==> src/rtl/uart_tx_frame_if.sv <==
// TX FIFO read port seen by the UART transmitter.
// master = FIFO side, slave = transmitter side.
interface uart_tx_frame_if #(
    parameter int MAX_DATA_W = 8
);
    logic                  fifo_empty;
    logic [MAX_DATA_W-1:0] fifo_rd_data;
    logic                  fifo_rd_req;

    modport master (
        output fifo_empty,
        output fifo_rd_data,
        input  fifo_rd_req
    );

    modport slave (
        input  fifo_empty,
        input  fifo_rd_data,
        output fifo_rd_req
    );
endinterface

==> src/rtl/uart_tx_frame.sv <==
// Configurable UART transmitter fed from a synchronous TX FIFO.
// Frame config is latched once per frame in LOAD.
module uart_tx_frame #(
    parameter int MAX_DATA_W = 8,
    parameter int DIV_W      = 20,
    parameter int MIN_DIV    = 4
) (
    input  logic             sys_clk,
    input  logic             sys_rst_n,
    input  logic [DIV_W-1:0] baud_div,
    input  logic [3:0]       data_bits,
    input  logic [1:0]       parity_mode,
    input  logic             stop_two,
    uart_tx_frame_if.slave   fifo,
    output logic             tx,
    output logic             busy,
    output logic             frame_done
);

    localparam logic [2:0] IDLE   = 3'd0;
    localparam logic [2:0] FETCH  = 3'd1;
    localparam logic [2:0] LOAD   = 3'd2;
    localparam logic [2:0] START  = 3'd3;
    localparam logic [2:0] DATA   = 3'd4;
    localparam logic [2:0] PARITY = 3'd5;
    localparam logic [2:0] STOP   = 3'd6;

    logic [2:0]            state;
    logic [DIV_W-1:0]      cnt;
    logic [DIV_W-1:0]      div_q;
    logic [3:0]            n_q;
    logic [3:0]            bit_idx;
    logic                  par_en_q;
    logic                  par_bit_q;
    logic                  stop2_q;
    logic                  stop_idx;
    logic [MAX_DATA_W-1:0] shreg;

    logic [DIV_W-1:0]      div_in;
    logic [3:0]            n_in;
    logic                  par_x;
    logic                  par_in;
    logic                  cnt_end;
    logic                  last_stop;

    // Clamped config and parity of the word arriving in LOAD
    always_comb begin
        div_in = baud_div;
        if (baud_div < DIV_W'(MIN_DIV))
            div_in = DIV_W'(MIN_DIV);
        n_in = data_bits;
        if (data_bits < 4'd5)
            n_in = 4'd5;
        else if (data_bits > 4'(MAX_DATA_W))
            n_in = 4'(MAX_DATA_W);
        par_x = 1'b0;
        for (int i = 0; i < MAX_DATA_W; i++)
            if (4'(i) < n_in)
                par_x = par_x ^ fifo.fifo_rd_data[i];
        case (parity_mode)
            2'b01:   par_in = ~par_x;
            2'b10:   par_in = par_x;
            default: par_in = 1'b1;
        endcase
    end

    assign cnt_end   = (cnt == div_q - DIV_W'(1));
    assign last_stop = (state == STOP) && cnt_end &&
                       (stop_idx == stop2_q);

    assign fifo.fifo_rd_req = (state == FETCH);
    assign busy             = (state != IDLE);
    assign frame_done       = last_stop;

    always_ff @(posedge sys_clk or negedge sys_rst_n) begin
        if (!sys_rst_n) begin
            state     <= IDLE;
            cnt       <= '0;
            div_q     <= '0;
            n_q       <= '0;
            bit_idx   <= '0;
            par_en_q  <= 1'b0;
            par_bit_q <= 1'b0;
            stop2_q   <= 1'b0;
            stop_idx  <= 1'b0;
            shreg     <= '0;
            tx        <= 1'b1;
        end else begin
            unique case (state)
                IDLE: begin
                    cnt <= '0;
                    if (!fifo.fifo_empty)
                        state <= FETCH;
                end
                FETCH: state <= LOAD;
                LOAD: begin
                    shreg     <= fifo.fifo_rd_data;
                    div_q     <= div_in;
                    n_q       <= n_in;
                    par_en_q  <= (parity_mode != 2'b00);
                    par_bit_q <= par_in;
                    stop2_q   <= stop_two;
                    cnt       <= '0;
                    bit_idx   <= '0;
                    stop_idx  <= 1'b0;
                    tx        <= 1'b0;
                    state     <= START;
                end
                START, DATA, PARITY, STOP: begin
                    if (!cnt_end) begin
                        cnt <= cnt + DIV_W'(1);
                    end else begin
                        cnt <= '0;
                        case (state)
                            START: begin
                                tx    <= shreg[0];
                                shreg <= {1'b0, shreg[MAX_DATA_W-1:1]};
                                state <= DATA;
                            end
                            DATA: begin
                                if (bit_idx == n_q - 4'd1) begin
                                    tx    <= par_en_q ? par_bit_q : 1'b1;
                                    state <= par_en_q ? PARITY : STOP;
                                end else begin
                                    tx      <= shreg[0];
                                    shreg   <= {1'b0, shreg[MAX_DATA_W-1:1]};
                                    bit_idx <= bit_idx + 4'd1;
                                end
                            end
                            PARITY: begin
                                tx    <= 1'b1;
                                state <= STOP;
                            end
                            default: begin
                                tx <= 1'b1;
                                // Streaming skips IDLE: next FETCH follows directly
                                if (stop_idx != stop2_q)
                                    stop_idx <= 1'b1;
                                else if (!fifo.fifo_empty)
                                    state <= FETCH;
                                else
                                    state <= IDLE;
                            end
                        endcase
                    end
                end
                default: begin
                    tx    <= 1'b1;
                    state <= IDLE;
                end
            endcase
        end
    end

endmodule

==> src/flat_wrapper.sv <==
// flat-port wrapper written by rule: the top's interface ports become plain ports
module uart_tx_frame_flat 
#(
    parameter int MAX_DATA_W = 8,
    parameter int DIV_W      = 20,
    parameter int MIN_DIV    = 4
)
  (sys_clk, sys_rst_n, baud_div, data_bits, parity_mode, stop_two, tx, busy, frame_done, fifo_fifo_empty, fifo_fifo_rd_data, fifo_fifo_rd_req);
  uart_tx_frame_if #(.MAX_DATA_W(MAX_DATA_W)) fifo_i ();
  input  logic sys_clk;
  input  logic sys_rst_n;
  input  logic [DIV_W-1:0] baud_div;
  input  logic [3:0] data_bits;
  input  logic [1:0] parity_mode;
  input  logic stop_two;
  output logic tx;
  output logic busy;
  output logic frame_done;
  input wire logic [$bits(fifo_i.fifo_empty)-1:0] fifo_fifo_empty;
  input wire logic [$bits(fifo_i.fifo_rd_data)-1:0] fifo_fifo_rd_data;
  output wire logic [$bits(fifo_i.fifo_rd_req)-1:0] fifo_fifo_rd_req;
  assign fifo_i.fifo_empty = fifo_fifo_empty;
  assign fifo_i.fifo_rd_data = fifo_fifo_rd_data;
  assign fifo_fifo_rd_req = fifo_i.fifo_rd_req;
  uart_tx_frame #(.MAX_DATA_W(MAX_DATA_W), .DIV_W(DIV_W), .MIN_DIV(MIN_DIV)) u_core (.sys_clk(sys_clk), .sys_rst_n(sys_rst_n), .baud_div(baud_div), .data_bits(data_bits), .parity_mode(parity_mode), .stop_two(stop_two), .fifo(fifo_i), .tx(tx), .busy(busy), .frame_done(frame_done));
endmodule
==> config.mk <==
export PLATFORM = sky130hd
export DESIGN_NAME = uart_tx_frame_flat
export DESIGN_NICKNAME = d
export VERILOG_FILES = /design/src/rtl/uart_tx_frame_if.sv /design/src/rtl/uart_tx_frame.sv /design/src/flat_wrapper.sv
export SDC_FILE = /design/constraint.sdc
export NUM_CORES = 1
export LEC_CHECK = 0
export CAP_MARGIN = 20
export CORE_UTILIZATION = 40
export DETAILED_ROUTE_END_ITERATION = 8
export MAX_ROUTING_LAYER = met4
export PLACE_DENSITY = 0.6
export SLEW_MARGIN = 10
export SYNTH_ARGS = -nofsm -noshare
export SYNTH_HDL_FRONTEND = slang
export SYNTH_SLANG_ARGS = --single-unit
==> constraint.sdc <==
create_clock -name sys_clk -period 4.9 [get_ports sys_clk]
set_input_delay 1.47 -clock sys_clk [delete_from_list [all_inputs] [get_ports sys_clk]]
set_output_delay 1.47 -clock sys_clk [all_outputs]
set_load 0.01 [all_outputs]
* Word level (Yosys, flattened, before mapping)
Cells that the tools add are included.
Word-level totals: output and inout bits 4, bits of input ports 38, register bits 64
Cells by class: $lt $le $gt $ge 11, equal/unequal tests 22, multiplexer cells 39, $add $sub $neg 4, reductions and logical operators 16, bitwise gates (word level) 9
Operator list (count):
- 20-bit two-way mux | 2
- 20-bit case mux with 2 select lines | 1
- 8-bit case mux with 2 select lines | 2
- 20-bit by 1-bit adder with 20-bit output, second input constant | 1
- 20-bit == test | 1
- 20-bit by 3-bit less-than comparator with 1-bit output, second input constant | 1
- 4-bit two-way mux | 5
- 20-bit by 1-bit subtractor with 20-bit output, second input constant | 1
- 3-bit by 4-bit less-than comparator with 1-bit output, first input constant | 4
- 8-bit two-way mux | 2
- 4-bit AND reduction | 4
- 1-bit two-way mux | 15
- 3-bit two-way mux | 4
- 3-bit case mux with 4 select lines | 1
- 3-bit == test, second input constant | 3
- 3-bit case mux with 3 select lines | 1
- 1-bit by 4-bit less-than comparator with 1-bit output, first input constant | 2
- 2-bit by 4-bit less-than comparator with 1-bit output, first input constant | 2
- 4-bit case mux with 2 select lines | 1
- 1-bit XOR | 7
- 3-bit by 2-bit == test with 1-bit output, second input constant | 2
- 2-bit by 1-bit != test with 1-bit output, second input constant | 3
- 2-bit != test, second input constant | 3
- 1-bit case mux with 2 select lines | 3
- other kinds (25) | 30

* Longest topological paths before layout
depth in word-level cells 21, gate-level depth with buffers 11, mapped depth without buffers 10

* Worst setup path after synthesis
OpenSTA, ideal clock, no wires.
path type flip-flop to output port, start point reg u_core.div_q[0], end point out frame_done, setup slack 1063 ps, path buffers 0, cell stages (with the launch flop) 10, arrival time 2367 ps, path through dfrtp_1 -> inv_1 -> ha_1 -> nor3b_4 -> and4b_1 -> xor2_1 -> o221a_2 -> a21oi_1 -> nand3_2 -> nor3_1
Between the ends: word-level cells in the longest chain between the ends 4
RTL lines:
- from (decl) | line uart_tx_frame.sv:30 | logic [DIV_W-1:0] div_q;
- from (signal assigned) | line uart_tx_frame.sv:98 | div_q <= div_in;
- 20-bit by 1-bit subtractor with 20-bit output | line uart_tx_frame.sv:67 | assign cnt_end = (cnt == div_q - DIV_W'(1));
- 20-bit == test | line uart_tx_frame.sv:67
- 1-bit logical AND (2 in a row) | line uart_tx_frame.sv:68 | assign last_stop = (state == STOP) && cnt_end &&
- to (decl) | line flat_wrapper.sv:18 | output logic frame_done;
No other way between the ends.

* Final worst setup path
Ends and elaborated chain as after synthesis.

==> flow_metrics.py <==
metrics = {
    "setup_path": {
        "required_ns": 3.43,
        "path_max_fanout": 7,
        "worstPathCellList": "inv_1, ha_1, nor3b_4, and4b_2, xor2_1, o221a_2, a21oi_4, nand3_2, nor3_1, dlymetal6s2s_1",
        "worst_path_max_delay_cell": "dfrtp_1",
        "crit_buf_inv": 2,
        "worst_setup_path_start_kind": "flip-flop",
        "cp_top_family": "simple AND/OR/NAND/NOR gates",
        "critical_path_class": "reg2out",
        "crit_path_max_incr_delay_ns": 0.44,
        "cp-end-kind": "output port",
        "cp.arrival_ns": 2.97,
    },
    "final_layout": {
        "seq_area_mm2": 0.00160,
        "drive_gt1_share_pct": 11.1,
        "finalCoreUtilization_pct": 48.7,
        "multi_input_area_mm2": 0.00245,
        "fin_area_mm2": 0.00501,
        "antenna_cells": 0,
        "final_common_cell": "nand2_1",
        "area_delta_synth_final_pct": 18.8,
        "fillCellCount": 1043,
        "layout.nets": 571,
        "layout_common_cells": "96 x nand2_1, 63 x dfrtp_1, 39 x clkdlybuf4s50_1, 29 x xnor2_1, 25 x nor2_1",
    },
    "die": {
        "ioPinCount": 42,
        "start_util_pct": 41.0,
        "die_x_um": 105,
        "placementRows": 37,
        "die_area_mm2": 0.0110,
        "core_mm2": 0.0103,
        "die_y_um": 105,
    },
    "global_routing": {
        "grt.total_usage_pct": 21.8,
        "use_met2_pct": 35.9,
        "busiest_layer": "met2",
        "grt_max_degree": 65,
        "grt_pass1_wl_mm": 18.2,
        "grt_overflow": 0,
        "grtUsageMet3_pct": 3.93,
        "first_global_vias": 3627,
        "grt_use_met1_pct": 27.0,
        "antenna_found_initial": 0,
    },
    "timing": {
        "period_needed_ns": 4.44,
        "fin_setup_tns_ns": 0,
        "rsz0062_at_grt": "no",
        "period_share_pct": 90.7,
        "setup_violations": 0,
        "finalHoldViolCount": 0,
        "fin_worst_skew_ns": 0.0105,
        "tightest_slew_ns": 0.856,
        "drv_slew": 0,
        "slew_headroom_pct": 43.0,
        "max_freq_mhz": 225,
        "setup_slack_ns": 0.456,
    },
    "yosys": {
        "synth_nets": 532,
        "yosysTopAreaCellShare_pct": 37.4,
        "synth_enable_flop_cells": 0,
        "async_flop_share_pct": 100,
        "syn-cell-area_mm2": 0.00422,
        "syn_avg_cell_area_um2": 8.66,
        "seq_area_frac_synth_pct": 38.0,
        "synth_cell_types": 70,
        "synth_top_area_cell": "dfrtp_1",
        "yosys_warnings": 0,
        "synth.area.top_cells": "dfrtp_1 37%, nand2_1 8.5%, xnor2_1 6.0%",
        "netlist_instances": 487,
        "ys_ff_latch": 64,
        "ys.flop_type": "dfrtp_1",
    },
    "power_and_ir_drop": {
        "leakagePower_nw": 2.05,
        "ir_worst_vdd_v": 0.000278,
        "total_power_mw": 2.49,
        "power_density_mw_per_mm2": 498,
    },
    "clock_tree": {
        "htree_levels": 3,
        "clk-insertion-delay-late_ns": 0.36,
        "clock-root-buffer": "clkbuf_8",
        "cts_tree": "yes",
        "clk_path_buf_depth": 2,
        "ctsHoldBuffers": 0,
        "path_clk_slew_ns": 0.08,
        "numCtsBuffers": 9,
        "cts_sinks": 64,
    },
    "drt": {
        "post_drt_wl_per_cell_um": 16.0,
        "wl_mm": 10.7,
        "drc_errors": 0,
        "drtIter0Drc": 229,
        "dr.pass1.iters": 6,
        "vias": 3787,
        "via_per_inst": 5.68,
        "ant_nets": 0,
    },
    "placement": {
        "place_congestion": 0.900,
        "place_area_mm2": 0.00475,
        "hpwl_mm": 7.69,
        "pre_cts_ws_ns": 0.328,
        "portBuffers": 41,
    },
    "outcome": {
        "status": "complete, no violations",
    },
    "flow_run": {
        "drv_cap": 0,
    },
    "hold_path": {
        "hold_path_class": "reg2reg",
    },
}
per-layer routing:
metal | part of all wire (%) | vias to the layer above | wire, um
met5 | 0 | - | 0
met4 | 1.6 | 0 | 168
met3 | 3.8 | 12 | 406
met2 | 51 | 105 | 5410
met1 | 44 | 1851 | 4700
li1 | - | 1819 | -
final timing paths:
check | end | start | slack, ns | cells past startpoint
worst max-delay path | frame_done | u_core.div_q[0] | 0.46 | 10
worst min-delay path | u_core.shreg[1] | u_core.shreg[1] | 0.49 | 1
worst max register to register | u_core.state[0] | u_core.div_q[0] | 1.51 | 12
worst min register to register | u_core.shreg[1] | u_core.shreg[1] | 0.49 | 1
max in group asynchronous | u_core.par_bit_q | sys_rst_n | 3.04 | 2
min in group asynchronous | u_core.cnt[3] | sys_rst_n | 1.31 | 2
through the flow:
step / hold WS, ns / std cells
after floorplan: 0.452 / 487
after global placement: 0.469 / 648
after detailed placement: 0.477 / 648
after CTS: 0.494 / 665
after global routing: 0.520 / 667
final: 0.486 / 667
state kept, by name, indices dropped and copies added (netlist names):
name              count
u_core.par_en_q       1
u_core.div_q         20
u_core.shreg          8
u_core.stop_idx       1
u_core.n_q            4
u_core.cnt           20
u_core.bit_idx        4
u_core.par_bit_q      1
u_core.tx             1
u_core.stop2_q        1
u_core.state          3
final cells by class:
class	count	share of cell area (%)
sequential	64	32.0
inverter	22	1.65
clock inverter	3	1.30
clock buffer	13	2.97
tap	136	3.40
multi-input combinational	378	49.0
timing repair buffer	51	9.65
what timing repair did:
action	in CTS	in global routing
setup endpoints to repair	1	1
gates resized for setup	1	4
pin swaps	2	2
hold endpoints to repair	0	0
buffers inserted	1	2
logic make-up (layout without fill, tap and decap cells):
kind of cell | Yosys count | in the layout | synth area share (%)
muxes | 24 | 24 | 6.14
and+or+nand+nor | 229 | 229 | 28.6
AOI/OAI and AO/OA | 83 | 83 | 13.5
DFF | 64 | 64 | 38.0
xor gates and xnor gates | 35 | 35 | 7.27
buffers and inverters | 45 | 89 | 4.36
adders and majority gates | 7 | 7 | 2.08
Yosys cell counts (all sizes together) (3+ instances only):
library cell / count
inv: 21
nor3: 16
or4: 4
o21a: 4
nand3b: 4
mux2i: 9
o211ai: 8
or3: 4
xor2: 6
clkbuf: 17
a31oi: 14
o21ai: 18
a21oi: 12
o311ai: 4
xnor2: 29
nand2: 99
nand3: 27
nor2: 26
and2: 4
nand4: 12
nor4: 14
buf: 6
and3: 3
ha: 7
dfrtp: 63
mux2: 15
nand2b: 5
where the power goes:
group          internal, mW  switching [mW]
registers             0.692           0.236
logic                 0.478           0.576
clock network         0.300           0.209
Power figures use the tool's default switching activity.
